--- src/rtl/read_command_responder_pkg.sv ---
// Shared CAPI types for the CU read-command responder: command/data/response lines,
// PSL response codes and bus widths.
package read_command_responder_pkg;

   localparam int unsigned TAG_WIDTH              = 8;
   localparam int unsigned PSL_DATA_WIDTH         = 512;
   localparam int unsigned PSL_COMMAND_WIDTH      = 13;
   localparam int unsigned PSL_ADDRESS_WIDTH      = 64;
   localparam int unsigned PSL_SIZE_WIDTH         = 12;
   localparam int unsigned PSL_RESPONSE_WIDTH     = 8;
   localparam int unsigned CU_ID_WIDTH            = 8;
   localparam int unsigned CACHELINE_OFFSET_WIDTH = 7;

   localparam logic [PSL_RESPONSE_WIDTH-1:0] DONE    = 8'h00;
   localparam logic [PSL_RESPONSE_WIDTH-1:0] FLUSHED = 8'h06;
   localparam logic [PSL_RESPONSE_WIDTH-1:0] PAGED   = 8'h0A;

   typedef enum logic [2:0] {
      STRUCT_INVALID,
      INV_EDGE_ARRAY_SRC,
      INV_EDGE_ARRAY_DEST,
      INV_EDGE_ARRAY_WEIGHT,
      INV_VERTEX_DATA_READ
   } vertex_struct_type;

   typedef struct packed {
      logic [CU_ID_WIDTH-1:0]            cu_id;
      vertex_struct_type                 vertex_struct;
      logic [PSL_SIZE_WIDTH-1:0]         real_size;
      logic [CACHELINE_OFFSET_WIDTH-1:0] cacheline_offest;
   } cmd_payload_t;

   typedef struct packed {
      logic [PSL_COMMAND_WIDTH-1:0] command;
      logic [PSL_ADDRESS_WIDTH-1:0] address;
      logic [PSL_SIZE_WIDTH-1:0]    size;
   } cmd_request_t;

   typedef struct packed {
      logic                         valid;
      logic [PSL_COMMAND_WIDTH-1:0] command;
      logic [PSL_ADDRESS_WIDTH-1:0] address;
      logic [PSL_SIZE_WIDTH-1:0]    size;
      cmd_payload_t                 cmd;
   } CommandBufferLine;

   typedef struct packed {
      logic                      valid;
      cmd_payload_t              cmd;
      logic [PSL_DATA_WIDTH-1:0] data;
   } ReadWriteDataLine;

   typedef struct packed {
      logic                          valid;
      cmd_payload_t                  cmd;
      logic [PSL_RESPONSE_WIDTH-1:0] response;
   } ResponseBufferLine;

   // Responses that leave the tag live and ask for the command to be reissued.
   function automatic logic is_retry_response(input logic [PSL_RESPONSE_WIDTH-1:0] code);
      return (code == PAGED) || (code == FLUSHED);
   endfunction

endpackage

--- src/rtl/read_command_responder_tag_allocator.sv ---
// PSL tag allocator: busy bitmap, lowest-free-index encoder and registered busy count.
module read_command_responder_tag_allocator
   import read_command_responder_pkg::*;
#(
   parameter int unsigned TAG_COUNT = 32,
   localparam int unsigned IDX_W = $clog2(TAG_COUNT),
   localparam int unsigned CNT_W = IDX_W + 1
) (
   input  logic                 clock,
   input  logic                 rstn,
   input  logic                 alloc,
   input  logic                 free,
   input  logic [IDX_W-1:0]     free_idx,
   output logic                 any_free_c,
   output logic [IDX_W-1:0]     alloc_idx_c,
   output logic [TAG_COUNT-1:0] busy,
   output logic [CNT_W-1:0]     count
);

   logic [TAG_COUNT-1:0] busy_next_c;
   logic [CNT_W-1:0]     count_next_c;

   // Lowest free index, taken from the start-of-cycle bitmap only.
   always_comb begin
      any_free_c  = 1'b0;
      alloc_idx_c = '0;
      for (int i = TAG_COUNT - 1; i >= 0; i--) begin
         if (!busy[i]) begin
            any_free_c  = 1'b1;
            alloc_idx_c = IDX_W'(i);
         end
      end
   end

   always_comb begin
      busy_next_c = busy;
      if (alloc && any_free_c) busy_next_c[alloc_idx_c] = 1'b1;
      if (free)                busy_next_c[free_idx]    = 1'b0;
      count_next_c = '0;
      for (int i = 0; i < TAG_COUNT; i++) begin
         count_next_c = count_next_c + CNT_W'(busy_next_c[i]);
      end
   end

   always_ff @(posedge clock or negedge rstn) begin
      if (!rstn) begin
         busy  <= '0;
         count <= '0;
      end else begin
         busy  <= busy_next_c;
         count <= count_next_c;
      end
   end

endmodule

--- src/rtl/read_command_responder.sv ---
// PSL-side responder for CU read commands: tags commands onto the PSL, then returns data
// halves and responses re-tagged with the originating cmd payload.
// Optional READ_RESPONDER_RETRY_EN: PAGED/FLUSHED responses requeue and reissue the tag.
module read_command_responder
   import read_command_responder_pkg::*;
#(
   parameter int unsigned TAG_COUNT = 32,
   parameter int unsigned CREDITS   = 16
) (
   input  logic                          clock,
   input  logic                          rstn,
   input  CommandBufferLine              command_in,
   output logic                          command_ready,
   output logic                          ah_cvalid,
   output logic [PSL_COMMAND_WIDTH-1:0]  ah_com,
   output logic [PSL_ADDRESS_WIDTH-1:0]  ah_cea,
   output logic [PSL_SIZE_WIDTH-1:0]     ah_csize,
   output logic [TAG_WIDTH-1:0]          ah_ctag,
   input  logic                          ha_bwvalid,
   input  logic [TAG_WIDTH-1:0]          ha_bwtag,
   input  logic [5:0]                    ha_bwad,
   input  logic [PSL_DATA_WIDTH-1:0]     ha_bwdata,
   input  logic                          ha_rvalid,
   input  logic [TAG_WIDTH-1:0]          ha_rtag,
   input  logic [PSL_RESPONSE_WIDTH-1:0] ha_response,
   output ReadWriteDataLine              read_data_0_out,
   output ReadWriteDataLine              read_data_1_out,
   output ResponseBufferLine             response_out,
   output logic [8:0]                    tags_outstanding,
   output logic                          tag_error
);

   localparam int unsigned IDX_W     = $clog2(TAG_COUNT);
   localparam int unsigned CNT_W     = IDX_W + 1;
   localparam int unsigned CRED_W    = $clog2(CREDITS + 1);
   localparam int unsigned TAG_EXT_W = TAG_WIDTH + 1;
   localparam logic [CRED_W-1:0]    CREDIT_MAX = CRED_W'(CREDITS);
   localparam logic [TAG_EXT_W-1:0] TAG_LIMIT  = TAG_EXT_W'(TAG_COUNT);

   cmd_payload_t         cmd_table [TAG_COUNT];
   logic [CRED_W-1:0]    credit;
   logic [CRED_W-1:0]    credit_next_c;
   logic                 any_free_c;
   logic [IDX_W-1:0]     alloc_idx_c;
   logic [TAG_COUNT-1:0] busy;
   logic [CNT_W-1:0]     busy_count;

   logic [IDX_W-1:0] bw_idx_c;
   logic [IDX_W-1:0] r_idx_c;
   logic             bw_hit_c;
   logic             r_hit_c;
   logic             accept_c;
   logic             free_c;
   logic             retry_resp_c;
   logic             reissue_c;
   logic             issue_valid_c;
   cmd_request_t     issue_req_c;
   logic [IDX_W-1:0] issue_tag_c;
   logic             unused_bwad_c;

   assign bw_idx_c      = ha_bwtag[IDX_W-1:0];
   assign r_idx_c       = ha_rtag[IDX_W-1:0];
   assign bw_hit_c      = ha_bwvalid && ({1'b0, ha_bwtag} < TAG_LIMIT) && busy[bw_idx_c];
   assign r_hit_c       = ha_rvalid  && ({1'b0, ha_rtag}  < TAG_LIMIT) && busy[r_idx_c];
   assign accept_c      = command_in.valid && command_ready;
   assign free_c        = r_hit_c && !retry_resp_c;
   assign unused_bwad_c = ^ha_bwad[5:1];

   read_command_responder_tag_allocator #(
      .TAG_COUNT (TAG_COUNT)
   ) u_tag_allocator (
      .clock       (clock),
      .rstn        (rstn),
      .alloc       (accept_c),
      .free        (free_c),
      .free_idx    (r_idx_c),
      .any_free_c  (any_free_c),
      .alloc_idx_c (alloc_idx_c),
      .busy        (busy),
      .count       (busy_count)
   );

   assign tags_outstanding = 9'(busy_count);

`ifdef READ_RESPONDER_RETRY_EN
   cmd_request_t     req_table  [TAG_COUNT];
   logic [IDX_W-1:0] retry_fifo [TAG_COUNT];
   logic [IDX_W-1:0] retry_wr_ptr;
   logic [IDX_W-1:0] retry_rd_ptr;
   logic [CNT_W-1:0] retry_count;
   logic             retry_pending_c;
   logic             retry_push_c;

   assign retry_pending_c = (retry_count != '0);
   assign retry_resp_c    = r_hit_c && is_retry_response(ha_response);
   assign retry_push_c    = retry_resp_c && (retry_count != CNT_W'(TAG_COUNT));
   assign reissue_c       = retry_pending_c && (credit != '0);
   assign command_ready   = (credit != '0) && any_free_c && !retry_pending_c;

   // Reissues replay the stored request under the same tag and win over new commands.
   always_comb begin
      issue_valid_c = accept_c || reissue_c;
      issue_req_c   = '{command: command_in.command, address: command_in.address,
                        size: command_in.size};
      issue_tag_c   = alloc_idx_c;
      if (reissue_c) begin
         issue_req_c = req_table[retry_fifo[retry_rd_ptr]];
         issue_tag_c = retry_fifo[retry_rd_ptr];
      end
   end

   always_ff @(posedge clock or negedge rstn) begin
      if (!rstn) begin
         retry_wr_ptr <= '0;
         retry_rd_ptr <= '0;
         retry_count  <= '0;
      end else begin
         if (retry_push_c) retry_wr_ptr <= retry_wr_ptr + IDX_W'(1);
         if (reissue_c)    retry_rd_ptr <= retry_rd_ptr + IDX_W'(1);
         retry_count <= retry_count + CNT_W'(retry_push_c) - CNT_W'(reissue_c);
      end
   end

   always_ff @(posedge clock) begin
      if (retry_push_c) retry_fifo[retry_wr_ptr] <= r_idx_c;
      if (accept_c) begin
         req_table[alloc_idx_c] <= '{command: command_in.command, address: command_in.address,
                                     size: command_in.size};
      end
   end
`else
   assign retry_resp_c  = 1'b0;
   assign reissue_c     = 1'b0;
   assign command_ready = (credit != '0) && any_free_c;
   assign issue_valid_c = accept_c;
   assign issue_req_c   = '{command: command_in.command, address: command_in.address,
                            size: command_in.size};
   assign issue_tag_c   = alloc_idx_c;
`endif

   // Every live response returns its credit; a PSL issue consumes one. Saturates both ways.
   always_comb begin
      credit_next_c = credit;
      if (issue_valid_c && !r_hit_c) begin
         if (credit != '0) credit_next_c = credit - CRED_W'(1);
      end else if (r_hit_c && !issue_valid_c) begin
         if (credit != CREDIT_MAX) credit_next_c = credit + CRED_W'(1);
      end
   end

   always_ff @(posedge clock) begin
      if (accept_c) cmd_table[alloc_idx_c] <= command_in.cmd;
   end

   always_ff @(posedge clock or negedge rstn) begin
      if (!rstn) begin
         credit          <= CREDIT_MAX;
         ah_cvalid       <= 1'b0;
         ah_com          <= '0;
         ah_cea          <= '0;
         ah_csize        <= '0;
         ah_ctag         <= '0;
         read_data_0_out <= '0;
         read_data_1_out <= '0;
         response_out    <= '0;
         tag_error       <= 1'b0;
      end else begin
         credit    <= credit_next_c;
         ah_cvalid <= issue_valid_c;
         ah_com    <= issue_valid_c ? issue_req_c.command : '0;
         ah_cea    <= issue_valid_c ? issue_req_c.address : '0;
         ah_csize  <= issue_valid_c ? issue_req_c.size    : '0;
         ah_ctag   <= issue_valid_c ? TAG_WIDTH'(issue_tag_c) : '0;

         read_data_0_out <= '0;
         read_data_1_out <= '0;
         if (bw_hit_c && !ha_bwad[0]) begin
            read_data_0_out <= '{valid: 1'b1, cmd: cmd_table[bw_idx_c], data: ha_bwdata};
         end
         if (bw_hit_c && ha_bwad[0]) begin
            read_data_1_out <= '{valid: 1'b1, cmd: cmd_table[bw_idx_c], data: ha_bwdata};
         end

         response_out <= '0;
         if (free_c) begin
            response_out <= '{valid: 1'b1, cmd: cmd_table[r_idx_c], response: ha_response};
         end

         if ((ha_bwvalid && !bw_hit_c) || (ha_rvalid && !r_hit_c)) tag_error <= 1'b1;
      end
   end

endmodule
--- config.mk ---
export PLATFORM = sky130hd
export DESIGN_NAME = read_command_responder
export DESIGN_NICKNAME = d
export VERILOG_FILES = /design/src/rtl/read_command_responder_pkg.sv /design/src/rtl/read_command_responder_tag_allocator.sv /design/src/rtl/read_command_responder.sv
export SDC_FILE = /design/constraint.sdc
export NUM_CORES = 2
export LEC_CHECK = 0
export CAP_MARGIN = 20
export CORE_AREA = 2 2 737 739
export DETAILED_ROUTE_END_ITERATION = 10
export DIE_AREA = 0 0 739 741
export SLEW_MARGIN = 20
export SYNTH_ARGS = -nofsm -noshare
export SYNTH_HDL_FRONTEND = slang
export SYNTH_SLANG_ARGS = --single-unit
export TNS_END_PERCENT = 10
--- constraint.sdc ---
create_clock -name clock -period 13.1 [get_ports clock]
set_input_delay 1.965 -clock clock [delete_from_list [all_inputs] [get_ports clock]]
set_output_delay 1.965 -clock clock [all_outputs]
set_load 0.005 [all_outputs]
==> results.py <==
metrics = {
    "outcome": {
        "status": "complete, no violations",
    },
    "floorplan": {
        "die_x_um": 739,
        "fp-row-count": 270,
        "die-height_um": 741,
        "core-area_mm2": 0.540,
        "pin_count": 1900,
        "die-area_mm2": 0.548,
        "start_util_pct": 15.9,
    },
    "logic_synthesis": {
        "yosysWarningCount": 0,
        "synth-compound-area-share_pct": 1.72,
        "ys_async_sr_fraction_pct": 56.8,
        "synth_area_mm2": 0.0856,
        "synth_edf_count": 960,
        "ys_types": 54,
        "synthXorXnorAreaFrac_pct": 0.0921,
        "yosysSeqAreaShare_pct": 70.6,
        "syn_inst": 4877,
        "synth-simple-area-share_pct": 9.64,
        "ys.flop_type": "dfrtp_1",
        "synth_fa_ha_area_share_pct": 0.760,
        "ys_seq_elements": 2224,
        "avgSynthCellArea_um2": 17.6,
        "synth_top_family_by_area": "multiplexers",
        "muxShareOfSynthArea_pct": 15.0,
    },
    "cts": {
        "hold_buffers": 0,
        "numCtsBuffers": 280,
        "clkLatencyLatePin_ns": 0.98,
        "clkSinkCount": 2224,
        "clk_pin_slew_ns": 0.06,
        "htree_levels": 5,
        "clockBufferDepth": 4,
        "cts_root_buf": "clkbuf_16",
        "cts-resized-gates": 0,
        "cts_tree": "done",
        "cts_setup_buffers": 0,
    },
    "worst_setup_path": {
        "rr_worst_depth": 23,
        "crit_top_cell": "fa_1",
        "cp_slowest_cell": "nand3b_1",
        "crit_type": "in2reg",
        "cp_max_fo": 14,
        "timing.rr.end": "u_tag_allocator.count[4]",
        "cp.arrival_ns": 10.73,
        "cpPeakStageDelay_ns": 0.85,
        "r2r_start": "u_tag_allocator.busy[11]",
        "r2r_slack_ns": 5.08,
        "cpLargestDelayFamily": "adder cells",
        "endpoint_kind": "flop",
        "crit_required_ns": 13.95,
        "path_buf_inv": 6,
        "startpoint_type": "primary input",
    },
    "drt": {
        "drt-pass1-iter-count": 5,
        "vias": 57800,
        "drc": 0,
        "drtIter0Drc": 6411,
        "vias_per_cell": 4.02,
        "post_drt_wl_per_cell_um": 40.0,
        "wirelength_mm": 575,
        "ant_nets": 0,
    },
    "global_route": {
        "overflow": 0,
        "met2_usage_pct": 31.2,
        "grt_max_degree": 218,
        "antenna_found_initial": 301,
        "grt_usage_pct": 20.3,
        "grt_use_met1_pct": 23.9,
        "grt-busiest-layer": "met2",
        "grt_pass1_vias": 56400,
        "grt_util_met3_pct": 9.34,
        "grt_pass1_wl_mm": 706,
    },
    "power": {
        "power_leakage_nw": 48.3,
        "ir_worst_vdd_mv": 0.260,
        "power_density_mw_per_mm2": 157,
        "finalPower_mw": 19.2,
    },
    "sta": {
        "maxSlewViolCount": 0,
        "hold_slack_ns": 0.490,
        "fmax_mhz": 101,
        "setup_tns_ns": 0,
        "fin_crit_sh_pct": 75.4,
        "rsz0062_at_grt": "false",
        "slew_headroom_pct": 12.5,
        "setup_viol": 0,
        "fin_skew_ns": 0.107,
        "hold_viol": 0,
        "min_period_ns": 9.88,
        "worstMarginPinSlew_ns": 1.28,
    },
    "layout": {
        "layout-drive-gt1-share_pct": 16.6,
        "final_cell_mix": "clkdlybuf4s50_1, dfrtp_1, edfxtp_1",
        "num-fill-cells": 56500,
        "layout_commonest_cell": "clkdlybuf4s50_1",
        "fin_nets": 7501,
        "syn_to_final_growth_pct": 43.4,
        "postLayoutCoreUtil_pct": 22.8,
    },
    "worst_hold_path": {
        "hold-path-cell-count": 2,
        "hold_end": "tag_error",
        "hp-class": "reg2reg",
        "min_from": "tag_error",
    },
    "place": {
        "gp_routability_congestion": 1.04,
        "hpwl_mm": 448,
        "port_buffers": 1888,
    },
    "flow_run": {
        "drv_cap": 0,
    },
}
-- how the worst max path moves through the flow --
stage / depth (start not counted) / endpoint / slack (ns) / from
floorplan: 22 / u_tag_allocator.count[4] / 3.58 / command_in[119]
global placement: 25 / u_tag_allocator.count[4] / 2.19 / ha_rtag[3]
detailed placement: 25 / u_tag_allocator.count[4] / 2.25 / ha_rtag[3]
CTS: 25 / u_tag_allocator.count[4] / 3.27 / ha_rtag[3]
global route: 25 / u_tag_allocator.count[4] / 2.99 / ha_rtag[3]
finish: 25 / u_tag_allocator.count[4] / 3.22 / ha_rtag[3]
-- kinds of logic (layout without fill, tap and decap cells) --
group | after synthesis | after routing
flip-flops | 2224 | 2224
AND/OR/NAND/NOR | 1375 | 1375
multiplexers | 597 | 597
buffers and inverters | 414 | 2544
AO/OA/AOI/OAI | 220 | 220
adder cells (fa/ha/maj) | 37 | 37
XOR/XNOR | 9 | 9
other | 1 | 163
-- state kept, by name, indices dropped and copies added, names as in the netlist, 12 cells and up --
register,flops
ah_csize,12
u_tag_allocator.busy,32
read_data_0_out,543
response_out,39
cmd_table,960
ah_com,13
ah_cea,64
read_data_1_out,543
-- power by group --
| part | internal (mW) | switching [mW] | total, mW |
|---|---|---|---|
| Clock | 4.57 | 3.43 | 8.00 |
| Combinational | 1.29 | 1.92 | 3.20 |
| Sequential | 7.81 | 0.210 | 8.02 |
-- routing by layer --
metal | wire, µm | share of wire, %
met1 | 216000 | 38
met2 | 256000 | 44
met3 | 67700 | 12
met4 | 34700 | 6.0
met5 | 644 | 0.11
-- worst register-to-register path: stages, from the launching register on --
cell	delay [ns]
dfrtp_1	0.58
nand4_1	0.32
nor4_1	0.71
nand4_1	0.30
or3b_2	0.58
nor2_4	0.10
buf_4	0.61
o22ai_1	0.25
fa_1	0.59
fa_1	0.46
fa_1	0.49
inv_1	0.07
fa_1	0.55
inv_1	0.05
fa_1	0.45
fa_1	0.50
inv_1	0.06
fa_1	0.39
inv_1	0.10
fa_1	0.21
inv_1	0.05
a21o_1	0.18
a21oi_1	0.18
xnor2_1	0.14
-- final cells by class --
| class | instances | area [µm²] | area share (%) |
|---|---|---|---|
| Sequential cell | 2224 | 60500 | 49.2 |
| Timing Repair Buffer | 2005 | 19900 | 16.2 |
| Clock inverter | 132 | 1580 | 1.29 |
| Clock buffer | 364 | 7690 | 6.26 |
| Inverter | 43 | 178 | 0.145 |
| Tap cell | 7208 | 9020 | 7.34 |
| Multi-Input combinational cell | 2244 | 23600 | 19.2 |
| Antenna cell | 157 | 393 | 0.320 |
-- through the flow --
step           cells  worst slack, ns  cell area (µm²)
6_report       14400             3.22           123000
5_1_grt        14300             2.99           123000
4_1_cts        14200             3.27           122000
3_5_place_dp   13700             2.25           113000
3_3_place_gp   13700             2.19           113000
2_1_floorplan   4882             3.58            85600
-- synth_stat cells, drive strengths merged (2+ instances only) --
| cell | instances | share of area (%) |
|---|---|---|
| a211oi | 2 | 0.018 |
| a21boi | 3 | 0.026 |
| a21o | 5 | 0.044 |
| a21oi | 10 | 0.058 |
| a31o | 2 | 0.020 |
| and2 | 613 | 4.5 |
| and3 | 515 | 3.8 |
| buf | 220 | 1.3 |
| clkbuf | 151 | 0.66 |
| dfrtp | 1263 | 37 |
| edfxtp | 960 | 34 |
| fa | 25 | 0.58 |
| ha | 12 | 0.18 |
| inv | 42 | 0.18 |
| mux2i | 47 | 0.55 |
| mux4 | 550 | 14 |
| nand2 | 30 | 0.13 |
| nand2b | 6 | 0.044 |
| nand3 | 12 | 0.070 |
| nand3b | 5 | 0.044 |
| nand4 | 11 | 0.080 |
| nor2 | 120 | 0.53 |
| nor2b | 4 | 0.029 |
| nor3 | 16 | 0.094 |
| nor4 | 4 | 0.029 |
| o21a | 2 | 0.018 |
| o21ai | 8 | 0.047 |
| o221ai | 3 | 0.031 |
| o22a | 32 | 0.33 |
| o22ai | 147 | 1.1 |
| or2 | 2 | 0.015 |
| or3b | 2 | 0.020 |
| or4 | 31 | 0.27 |
| xnor2 | 6 | 0.061 |
| xor2 | 3 | 0.031 |
(Power assumes the default switching activity.)
